**src/rtl/ysyx_24100005_pkg.sv**
```systemverilog
// Shared NPC definitions: IFU state encodings, bus response codes and the reset PC.
package ysyx_24100005_pkg;

    typedef enum logic [1:0] {
        IFU_IDLE = 2'd0,
        IFU_ADDR = 2'd1,
        IFU_DATA = 2'd2,
        IFU_HOLD = 2'd3
    } ifu_state_e;

    localparam logic [1:0]  RESP_OKAY = 2'b00;
    localparam logic [31:0] RESET_PC  = 32'h8000_0000;

endpackage

```
**src/rtl/ysyx_24100005_ifu_if.sv**
```systemverilog
// Fetch-side bundle: PC request, instruction-memory read channels and instruction output.
interface ysyx_24100005_ifu_if #(
    parameter int unsigned ADDR_W = 32,
    parameter int unsigned DATA_W = 32
);
    logic [ADDR_W-1:0] pc_in;
    logic              pc_valid;
    logic              pc_ready;
    logic              mem_arvalid;
    logic [ADDR_W-1:0] mem_araddr;
    logic              mem_arready;
    logic              mem_rvalid;
    logic [DATA_W-1:0] mem_rdata;
    logic [1:0]        mem_rresp;
    logic              mem_rready;
    logic              inst_valid;
    logic              inst_ready;
    logic [DATA_W-1:0] inst;
    logic [ADDR_W-1:0] inst_pc;
    logic              inst_err;

    modport master (
        input  pc_in, pc_valid, mem_arready, mem_rvalid, mem_rdata, mem_rresp, inst_ready,
        output pc_ready, mem_arvalid, mem_araddr, mem_rready, inst_valid, inst, inst_pc, inst_err
    );

    modport slave (
        output pc_in, pc_valid, mem_arready, mem_rvalid, mem_rdata, mem_rresp, inst_ready,
        input  pc_ready, mem_arvalid, mem_araddr, mem_rready, inst_valid, inst, inst_pc, inst_err
    );
endinterface

```
**src/rtl/ysyx_24100005_ifu_wdt.sv**
```systemverilog
// Fetch watchdog: counts ADDR+DATA cycles and flags expiry on the last allowed cycle.
// Only present when YSYX_24100005_IFU_TIMEOUT_EN is defined.
`ifdef YSYX_24100005_IFU_TIMEOUT_EN
module ysyx_24100005_ifu_wdt #(
    parameter int unsigned TIMEOUT_CYC = 255
) (
    input  logic clk,
    input  logic rst,
    input  logic clr,
    input  logic en,
    output logic expired
);
    localparam int unsigned     CNT_W = $clog2(TIMEOUT_CYC + 1);
    localparam logic [CNT_W-1:0] LAST = CNT_W'(TIMEOUT_CYC - 1);

    logic [CNT_W-1:0] cnt_q, cnt_d;

    always_comb begin
        cnt_d = cnt_q;
        if (clr) begin
            cnt_d = '0;
        end else if (en) begin
            cnt_d = cnt_q + 1'b1;
        end
    end

    always_ff @(posedge clk) begin
        if (rst) begin
            cnt_q <= '0;
        end else begin
            cnt_q <= cnt_d;
        end
    end

    assign expired = en && (cnt_q == LAST);
endmodule
`endif

```
**src/rtl/ysyx_24100005_ifu.sv**
```systemverilog
// Multi-cycle instruction fetch unit: one outstanding read per PC, result held until consumed.
// Optional fetch timeout enabled by defining YSYX_24100005_IFU_TIMEOUT_EN.
module ysyx_24100005_ifu
    import ysyx_24100005_pkg::*;
#(
    parameter int unsigned ADDR_W      = 32,
    parameter int unsigned DATA_W      = 32,
    parameter int unsigned TIMEOUT_CYC = 255
) (
    input  logic               clk,
    input  logic               rst,
    ysyx_24100005_ifu_if.master bus
);
    ifu_state_e        state_q, state_d;
    logic [ADDR_W-1:0] pc_q, pc_d;
    logic [DATA_W-1:0] inst_q, inst_d;
    logic              err_q, err_d;
    logic              stale_q;
    logic              timeout;
    logic              pc_fire;

`ifdef YSYX_24100005_IFU_TIMEOUT_EN
    logic stale_d;

    ysyx_24100005_ifu_wdt #(.TIMEOUT_CYC(TIMEOUT_CYC)) u_wdt (
        .clk     (clk),
        .rst     (rst),
        .clr     (state_q == IFU_IDLE),
        .en      ((state_q == IFU_ADDR) || (state_q == IFU_DATA)),
        .expired (timeout)
    );

    // A response is still owed if the address was accepted but data never came back.
    always_comb begin
        stale_d = stale_q;
        if (stale_q && bus.mem_rvalid) begin
            stale_d = 1'b0;
        end
        if (timeout && (((state_q == IFU_ADDR) && bus.mem_arready) ||
                        ((state_q == IFU_DATA) && !bus.mem_rvalid))) begin
            stale_d = 1'b1;
        end
    end

    always_ff @(posedge clk) begin
        if (rst) begin
            stale_q <= 1'b0;
        end else begin
            stale_q <= stale_d;
        end
    end
`else
    logic unused_timeout_cfg;
    assign unused_timeout_cfg = ^TIMEOUT_CYC;
    assign stale_q = 1'b0;
    assign timeout = 1'b0;
`endif

    assign bus.pc_ready    = (state_q == IFU_IDLE) && !rst && !stale_q;
    assign pc_fire         = bus.pc_valid && bus.pc_ready;
    assign bus.mem_arvalid = (state_q == IFU_ADDR);
    assign bus.mem_araddr  = pc_q;
    assign bus.mem_rready  = (state_q == IFU_DATA) || stale_q;
    assign bus.inst_valid  = (state_q == IFU_HOLD);
    assign bus.inst        = inst_q;
    assign bus.inst_pc     = pc_q;
    assign bus.inst_err    = err_q;

    always_comb begin
        state_d = state_q;
        pc_d    = pc_q;
        inst_d  = inst_q;
        err_d   = err_q;
        unique case (state_q)
            IFU_IDLE: begin
                if (pc_fire) begin
                    pc_d   = bus.pc_in;
                    inst_d = '0;
                    if (bus.pc_in[1:0] != 2'b00) begin
                        err_d   = 1'b1;
                        state_d = IFU_HOLD;
                    end else begin
                        err_d   = 1'b0;
                        state_d = IFU_ADDR;
                    end
                end
            end
            IFU_ADDR: begin
                if (timeout) begin
                    inst_d  = '0;
                    err_d   = 1'b1;
                    state_d = IFU_HOLD;
                end else if (bus.mem_arready) begin
                    state_d = IFU_DATA;
                end
            end
            IFU_DATA: begin
                if (bus.mem_rvalid) begin
                    err_d   = (bus.mem_rresp != RESP_OKAY);
                    inst_d  = (bus.mem_rresp == RESP_OKAY) ? bus.mem_rdata : '0;
                    state_d = IFU_HOLD;
                end else if (timeout) begin
                    inst_d  = '0;
                    err_d   = 1'b1;
                    state_d = IFU_HOLD;
                end
            end
            IFU_HOLD: begin
                if (bus.inst_ready) begin
                    state_d = IFU_IDLE;
                end
            end
            default: state_d = IFU_IDLE;
        endcase
    end

    always_ff @(posedge clk) begin
        if (rst) begin
            state_q <= IFU_IDLE;
            pc_q    <= '0;
            inst_q  <= '0;
            err_q   <= 1'b0;
        end else begin
            state_q <= state_d;
            pc_q    <= pc_d;
            inst_q  <= inst_d;
            err_q   <= err_d;
        end
    end
endmodule

```
**src/flat_wrapper.sv**
```systemverilog
// flat-port wrapper written by rule: the top's interface ports become plain ports
module ysyx_24100005_ifu_flat import ysyx_24100005_pkg::*;
#(
    parameter int unsigned ADDR_W      = 32,
    parameter int unsigned DATA_W      = 32,
    parameter int unsigned TIMEOUT_CYC = 255
)
  (clk, rst, bus_pc_in, bus_pc_valid, bus_mem_arready, bus_mem_rvalid, bus_mem_rdata, bus_mem_rresp, bus_inst_ready, bus_pc_ready, bus_mem_arvalid, bus_mem_araddr, bus_mem_rready, bus_inst_valid, bus_inst, bus_inst_pc, bus_inst_err);
  ysyx_24100005_ifu_if #(.ADDR_W(ADDR_W), .DATA_W(DATA_W)) bus_i ();
  input  logic clk;
  input  logic rst;
  input wire logic [$bits(bus_i.pc_in)-1:0] bus_pc_in;
  input wire logic [$bits(bus_i.pc_valid)-1:0] bus_pc_valid;
  input wire logic [$bits(bus_i.mem_arready)-1:0] bus_mem_arready;
  input wire logic [$bits(bus_i.mem_rvalid)-1:0] bus_mem_rvalid;
  input wire logic [$bits(bus_i.mem_rdata)-1:0] bus_mem_rdata;
  input wire logic [$bits(bus_i.mem_rresp)-1:0] bus_mem_rresp;
  input wire logic [$bits(bus_i.inst_ready)-1:0] bus_inst_ready;
  output wire logic [$bits(bus_i.pc_ready)-1:0] bus_pc_ready;
  output wire logic [$bits(bus_i.mem_arvalid)-1:0] bus_mem_arvalid;
  output wire logic [$bits(bus_i.mem_araddr)-1:0] bus_mem_araddr;
  output wire logic [$bits(bus_i.mem_rready)-1:0] bus_mem_rready;
  output wire logic [$bits(bus_i.inst_valid)-1:0] bus_inst_valid;
  output wire logic [$bits(bus_i.inst)-1:0] bus_inst;
  output wire logic [$bits(bus_i.inst_pc)-1:0] bus_inst_pc;
  output wire logic [$bits(bus_i.inst_err)-1:0] bus_inst_err;
  assign bus_i.pc_in = bus_pc_in;
  assign bus_i.pc_valid = bus_pc_valid;
  assign bus_i.mem_arready = bus_mem_arready;
  assign bus_i.mem_rvalid = bus_mem_rvalid;
  assign bus_i.mem_rdata = bus_mem_rdata;
  assign bus_i.mem_rresp = bus_mem_rresp;
  assign bus_i.inst_ready = bus_inst_ready;
  assign bus_pc_ready = bus_i.pc_ready;
  assign bus_mem_arvalid = bus_i.mem_arvalid;
  assign bus_mem_araddr = bus_i.mem_araddr;
  assign bus_mem_rready = bus_i.mem_rready;
  assign bus_inst_valid = bus_i.inst_valid;
  assign bus_inst = bus_i.inst;
  assign bus_inst_pc = bus_i.inst_pc;
  assign bus_inst_err = bus_i.inst_err;
  ysyx_24100005_ifu #(.ADDR_W(ADDR_W), .DATA_W(DATA_W), .TIMEOUT_CYC(TIMEOUT_CYC)) u_core (.clk(clk), .rst(rst), .bus(bus_i));
endmodule
```
**config.mk**
```make
export PLATFORM = sky130hd
export DESIGN_NAME = ysyx_24100005_ifu_flat
export DESIGN_NICKNAME = d
export VERILOG_FILES = /design/src/rtl/ysyx_24100005_pkg.sv /design/src/rtl/ysyx_24100005_ifu_if.sv /design/src/rtl/ysyx_24100005_ifu_wdt.sv /design/src/rtl/ysyx_24100005_ifu.sv /design/src/flat_wrapper.sv
export SDC_FILE = /design/constraint.sdc
export NUM_CORES = 1
export LEC_CHECK = 0
export ABC_CLOCK_PERIOD_IN_PS = 1600
export BUFFER_PORTS_ARGS = -buffer_cell sky130_fd_sc_hd__buf_2
export CAP_MARGIN = 15
export CORE_ASPECT_RATIO = 0.8
export CORE_MARGIN = 3
export CORE_UTILIZATION = 35
export CTS_CLUSTER_DIAMETER = 40
export DETAILED_ROUTE_END_ITERATION = 8
export PLACE_DENSITY = 0.7
export SYNTH_ARGS = -nofsm -noshare
export SYNTH_HDL_FRONTEND = slang
export SYNTH_SLANG_ARGS = --single-unit
```
**constraint.sdc**
```tcl
create_clock -name clk -period 1.6 [get_ports clk]
set_input_delay 0.4 -clock clk [delete_from_list [all_inputs] [get_ports clk]]
set_output_delay 0.4 -clock clk [all_outputs]
set_load 0.005 [all_outputs]
```
# ---- Yosys cells after proc, flatten, opt, wreduce, memory -nomap -nowiden
# Index checks and enable logic that the tools add are counted.
dict set report word_totals {
  ff_bits 67
  latchBits 0
  mem_bits_rw 0
  romBits 0
  output_inout_bits 101
  memories 0
}
dict set report op_classes {
  addsub 0
  n_mul 0
  n_div 0
  magnitude_cmp 0
  n_eq_ne 7
  shifts 0
  muxes 14
  bitwise 0
  reduce_logical 11
}
# cell count
set ops {}
lappend ops {{two-way mux 32 bit} 3}
lappend ops {{case mux 32 bit (2 select lines)} 1}
lappend ops {{two-way mux 2 bit} 5}
lappend ops {{case mux 2 bit (4 select lines)} 1}
lappend ops {{!= test 2 bit (second input constant)} 3}
lappend ops {{nonzero test 2 bit} 3}
lappend ops {{equality test 2 bit (second input constant)} 2}
lappend ops {{logical NOT 2 bit} 2}
lappend ops {{AND reduction 4 bit} 1}
lappend ops {{two-way mux 1 bit} 3}
lappend ops {{AND reduction 3 bit} 1}
lappend ops {{equality test 2 x 1 -> 1 bit (second input constant)} 1}
lappend ops {{logical AND 1 bit} 2}
lappend ops {{!= test 2 x 1 -> 1 bit (second input constant)} 1}
lappend ops {{case mux 1 bit (2 select lines)} 1}
lappend ops {{AND reduction 2 bit} 1}
lappend ops {{logical NOT 1 bit} 1}

# ---- Longest topological paths before layout
dict set report depth {
  ltp_word 5
  mapped_depth 8
  ltp_nobuf 6
}

# ---- Worst setup path before layout
# OpenSTA, ideal clock, no wires.
dict set report synth_timing {
  path_kind {flip-flop to flip-flop}
  start {register u_core.state_q[0]}
  end {register u_core.state_q[1]}
  setup_time_ps 128
  arrival_time_ps 1537
  slack_ps -65
  path_stages_with_launch 7
  n_path_buf 0
  path_cell_list {dfxtp_1 -> inv_1 -> ha_1 -> nor2b_1 -> nor4_1 -> mux2i_1 -> nor2_1}
}
dict set report synth_between {
  elab_cells_between_ends 12
}
# item line
set synth_lines {}
lappend synth_lines {{from (decl)} ysyx_24100005_ifu.sv:14} ;# ifu_state_e state_q, state_d;
lappend synth_lines {{from (signal assigned)} ysyx_24100005_ifu.sv:124} ;# state_q <= state_d;
lappend synth_lines {{equality test 2 bit (*)} -}
lappend synth_lines {{via bus_mem_rready} flat_wrapper.sv:22} ;# output wire logic [$bits(bus_i.mem_rready)-1:0] bus_mem_rready;
lappend synth_lines {{!= test 2 bit (no line)} -}
lappend synth_lines {{AND reduction 4 bit (no line)} -}
# The timed path passes the listed nets; every way through them passes the cells marked *.
# A chain may end at the register's enable or synchronous reset.

# ---- Worst setup path in the final report
dict set report layout_timing {
  start {register u_core.state_q[0]}
  end {register u_core.state_q[1]}
}
dict set report layout_between {
  elab_chain_len 5
  elab_cells_between_ends 12
}
# item line
set layout_rtl {}
lappend layout_rtl {{logical NOT 2 bit} {ysyx_24100005_ifu.sv:59, ysyx_24100005_ifu.sv:74}}
lappend layout_rtl {{logical AND 1 bit} ysyx_24100005_ifu.sv:59} ;# assign bus.pc_ready = (state_q == IFU_IDLE) && !rst && !stale_q;
lappend layout_rtl {{logical AND 1 bit} ysyx_24100005_ifu.sv:60} ;# assign pc_fire = bus.pc_valid && bus.pc_ready;
lappend layout_rtl {{!= test 2 x 1 -> 1 bit (no line)} -}
lappend layout_rtl {{AND reduction 4 bit (no line)} -}
# Parallel ways exist; a longest one is shown, timed or not.

==> impl_metrics.env <==
export IMPL_ys_seq_elements=67
export IMPL_final_net_count=569
export IMPL_critPathCapture="u_core.state_q[1]"
export IMPL_ys_seq_area_share_pct=46.98
export IMPL_cp_data_arrival_time_ps=1830
export IMPL_cts_hold_buf=0
export IMPL_cp_end_kind="flip-flop"
export IMPL_drive_above_1_share_pct=45.07
export IMPL_synthArstFlopShare_pct=0
export IMPL_period_share_pct=101.1
export IMPL_die_area_mm2=0.009284
export IMPL_setup_viol=1
export IMPL_worstSetupStartpointType="flip-flop"
export IMPL_diodes=0
export IMPL_grt_usage_pct=15.75
export IMPL_portBuffers=172
export IMPL_grt_max_degree=39
export IMPL_r2r_start="u_core.state_q[0]"
export IMPL_p_per_area_mw_per_mm2=1309
export IMPL_worstRegToRegCells=7
export IMPL_yosys_top_cells_area="dfxtp_1 (47%), buf_4 (9.5%), nand2_1 (8.5%)"
export IMPL_synth_top_area_share_pct=46.98
export IMPL_drv_cap=0
export IMPL_synth_top_area_cell="dfxtp_1"
export IMPL_grt_overflow=0
export IMPL_min_period_ps=1617
export IMPL_rsz0062_at_grt="yes"
export IMPL_gp_congestion=0.7397
export IMPL_cts_made_buffers=9
export IMPL_route_detailed_drc=0
export IMPL_clk_pin_slew_worst_paths_ps=70
export IMPL_start_util_pct=37.21
export IMPL_clock_latency_ps=330
export IMPL_finalSetupTns_ps=-17.17
export IMPL_hold_class="in -> reg"
export IMPL_cts_root_buf="clkbuf_8"
export IMPL_htreeDepth=3
export IMPL_max_freq_mhz=618.4
export IMPL_ant_nets=0
export IMPL_layout_setup_ws_ps=-17.17
export IMPL_status="complete, but fails checks"
export IMPL_slew_headroom_pct=77.84
export IMPL_violations="negative setup slack"
export IMPL_p_leak_nw=1.877
export IMPL_critPathKind="reg -> reg"
export IMPL_cts_tree="built"
export IMPL_synth_edf_count=0
export IMPL_ir_drop_mv=0.6209
export IMPL_dpl_cell_area_mm2=0.003616
export IMPL_netlist_cell_type_count=24
export IMPL_die_width_um=107.0
export IMPL_area_delta_synth_final_pct=38.96
export IMPL_core_mm2=0.007672
export IMPL_ys_flop_type="dfxtp_1"
export IMPL_crit_start="u_core.state_q[0]"
export IMPL_io_pins=173
export IMPL_clock_sinks=67
export IMPL_dp_hpwl_mm=5.578
export IMPL_stdcell_area_mm2=0.003968
export IMPL_min_path_cells=3
export IMPL_rows=28
export IMPL_synth_cell_area_mm2=0.002855
export IMPL_r2r_slack_ps=-20
export IMPL_slew_violations=0
export IMPL_post_drt_wl_per_cell_um=13.34
export IMPL_syn_inst=344
export IMPL_num_vias=2764
export IMPL_drt_iter0_markers=89
export IMPL_synth_net_count=421
export IMPL_first_pass_iters=4
export IMPL_ys_warn_count=0
export IMPL_grt_pass1_wl_mm=11.71
export IMPL_final_hold_violation_count=0
export IMPL_r2r_end="u_core.state_q[1]"
export IMPL_fin_skew_ps=6.418
export IMPL_first_global_vias=2465
export IMPL_path_max_fanout=3
export IMPL_cp_required_ps=1810
export IMPL_vias_per_cell=4.591
export IMPL_tightest_slew_ps=332.4
export IMPL_clockBufferDepth=2
export IMPL_grt_antenna_before_repair=0
export IMPL_wirelength_mm=8.031
export IMPL_syn_area_per_cell_um2=8.300
export IMPL_die_height_um=86.79
-- critical path, cell delays in order, from the launching register on --
cell	delay [ps]
dfxtp_2	330
buf_4	140
ha_1	220
nor2b_1	150
nor4_2	230
buf_4	180
mux2i_1	200
nor2_1	50
-- repair_timing --
action / CTS / global route
pin swaps: 3 / 2
endpoints found under the setup margin: 35 / 32
gates resized for setup: 10 / 4
gates cloned: 0 / 3
buffers inserted: 4 / 2
-- synthesized netlist by cell type, types with 2 or more instances --
library cell / number
buf_6: 3
nand3_1: 32
nand2b_1: 32
nor2_1: 5
buf_4: 36
o21ai_0: 32
ha_1: 5
inv_1: 2
clkbuf_1: 12
nor2b_1: 6
nand2_1: 65
buf_2: 3
a21oi_1: 34
dfxtp_1: 67
-- metal layers --
metal,wire length [µm],GRT usage (%)
met1,3310,17.66
met2,4119,28.69
met3,452,3.797
met4,148,6.620
met5,0,0
-- cells in the final DEF, fill, tap and decap left out, types with 4 or more instances in the layout --
cell / instances
dfxtp_1: 65
clkbuf_8: 10
nand2b_1: 32
o21ai_0: 32
a21oi_1: 33
nor2_1: 5
buf_2: 171
nand3_1: 32
nor2b_1: 4
buf_4: 12
nand2_1: 65
-- report_power, final --
| part | switching (mW) | internal [mW] | total (mW) |
|---|---|---|---|
| logic | 0.977 | 0.969 | 1.95 |
| registers | 0.137 | 1.88 | 2.01 |
| clock network | 0.635 | 0.601 | 1.24 |
-- cell families after synthesis --
kind of cell,count (synthesis),share of synthesized area [%]
simple gates,143,24.01
compound gates,70,13.19
flops,67,46.98
buf+inv,58,13.28
fa+ha+maj,5,2.191
mux,1,0.3506
-- state kept, by name, indices dropped and copies added, names as in the netlist --
register             cells
u_core.state_q           2
u_core.bus.inst         32
u_core.bus.inst_pc      32
u_core.bus.inst_err      1
-- metrics by stage --
| stage | instances | setup WS, ps | total power [mW] | hold WS (ps) | util [%] |
|---|---|---|---|---|---|
| after floorplan | 344 | 8.626 | 3.133 | 448.2 | - |
| after global placement | 577 | 44.64 | 3.594 | 437.6 | 47.13 |
| after detailed placement | 577 | -28.90 | 3.641 | 443.0 | 47.13 |
| after CTS | 597 | -1.141 | 5.043 | 241.0 | 50.26 |
| after global routing | 602 | -105.0 | 5.528 | 250.4 | 51.71 |
| final | 602 | -17.17 | 5.194 | 260.1 | 51.71 |
-- worst min-delay path by stage --
| stage | startpoint | to |
|---|---|---|
| after floorplan | u_core.bus.inst_err | u_core.bus.inst_err |
| after global placement | u_core.bus.inst[28] | u_core.bus.inst[28] |
| after detailed placement | u_core.bus.inst[6] | u_core.bus.inst[6] |
| after CTS | bus_pc_in[6] | u_core.bus.inst_pc[6] |
| after global routing | bus_pc_in[4] | u_core.bus.inst_pc[4] |
| final | bus_pc_in[6] | u_core.bus.inst_pc[6] |
-- area by class of cell --
class | count | area, µm²
fill | 736 | 3705
sequential | 67 | 1344
multi-input combinational | 219 | 1187
timing repair buffer | 192 | 1115
clock buffer | 10 | 137.6
tap | 105 | 131.4
clock inverter | 6 | 41.29
inverter | 3 | 11.26
(Power assumes the default switching activity.)
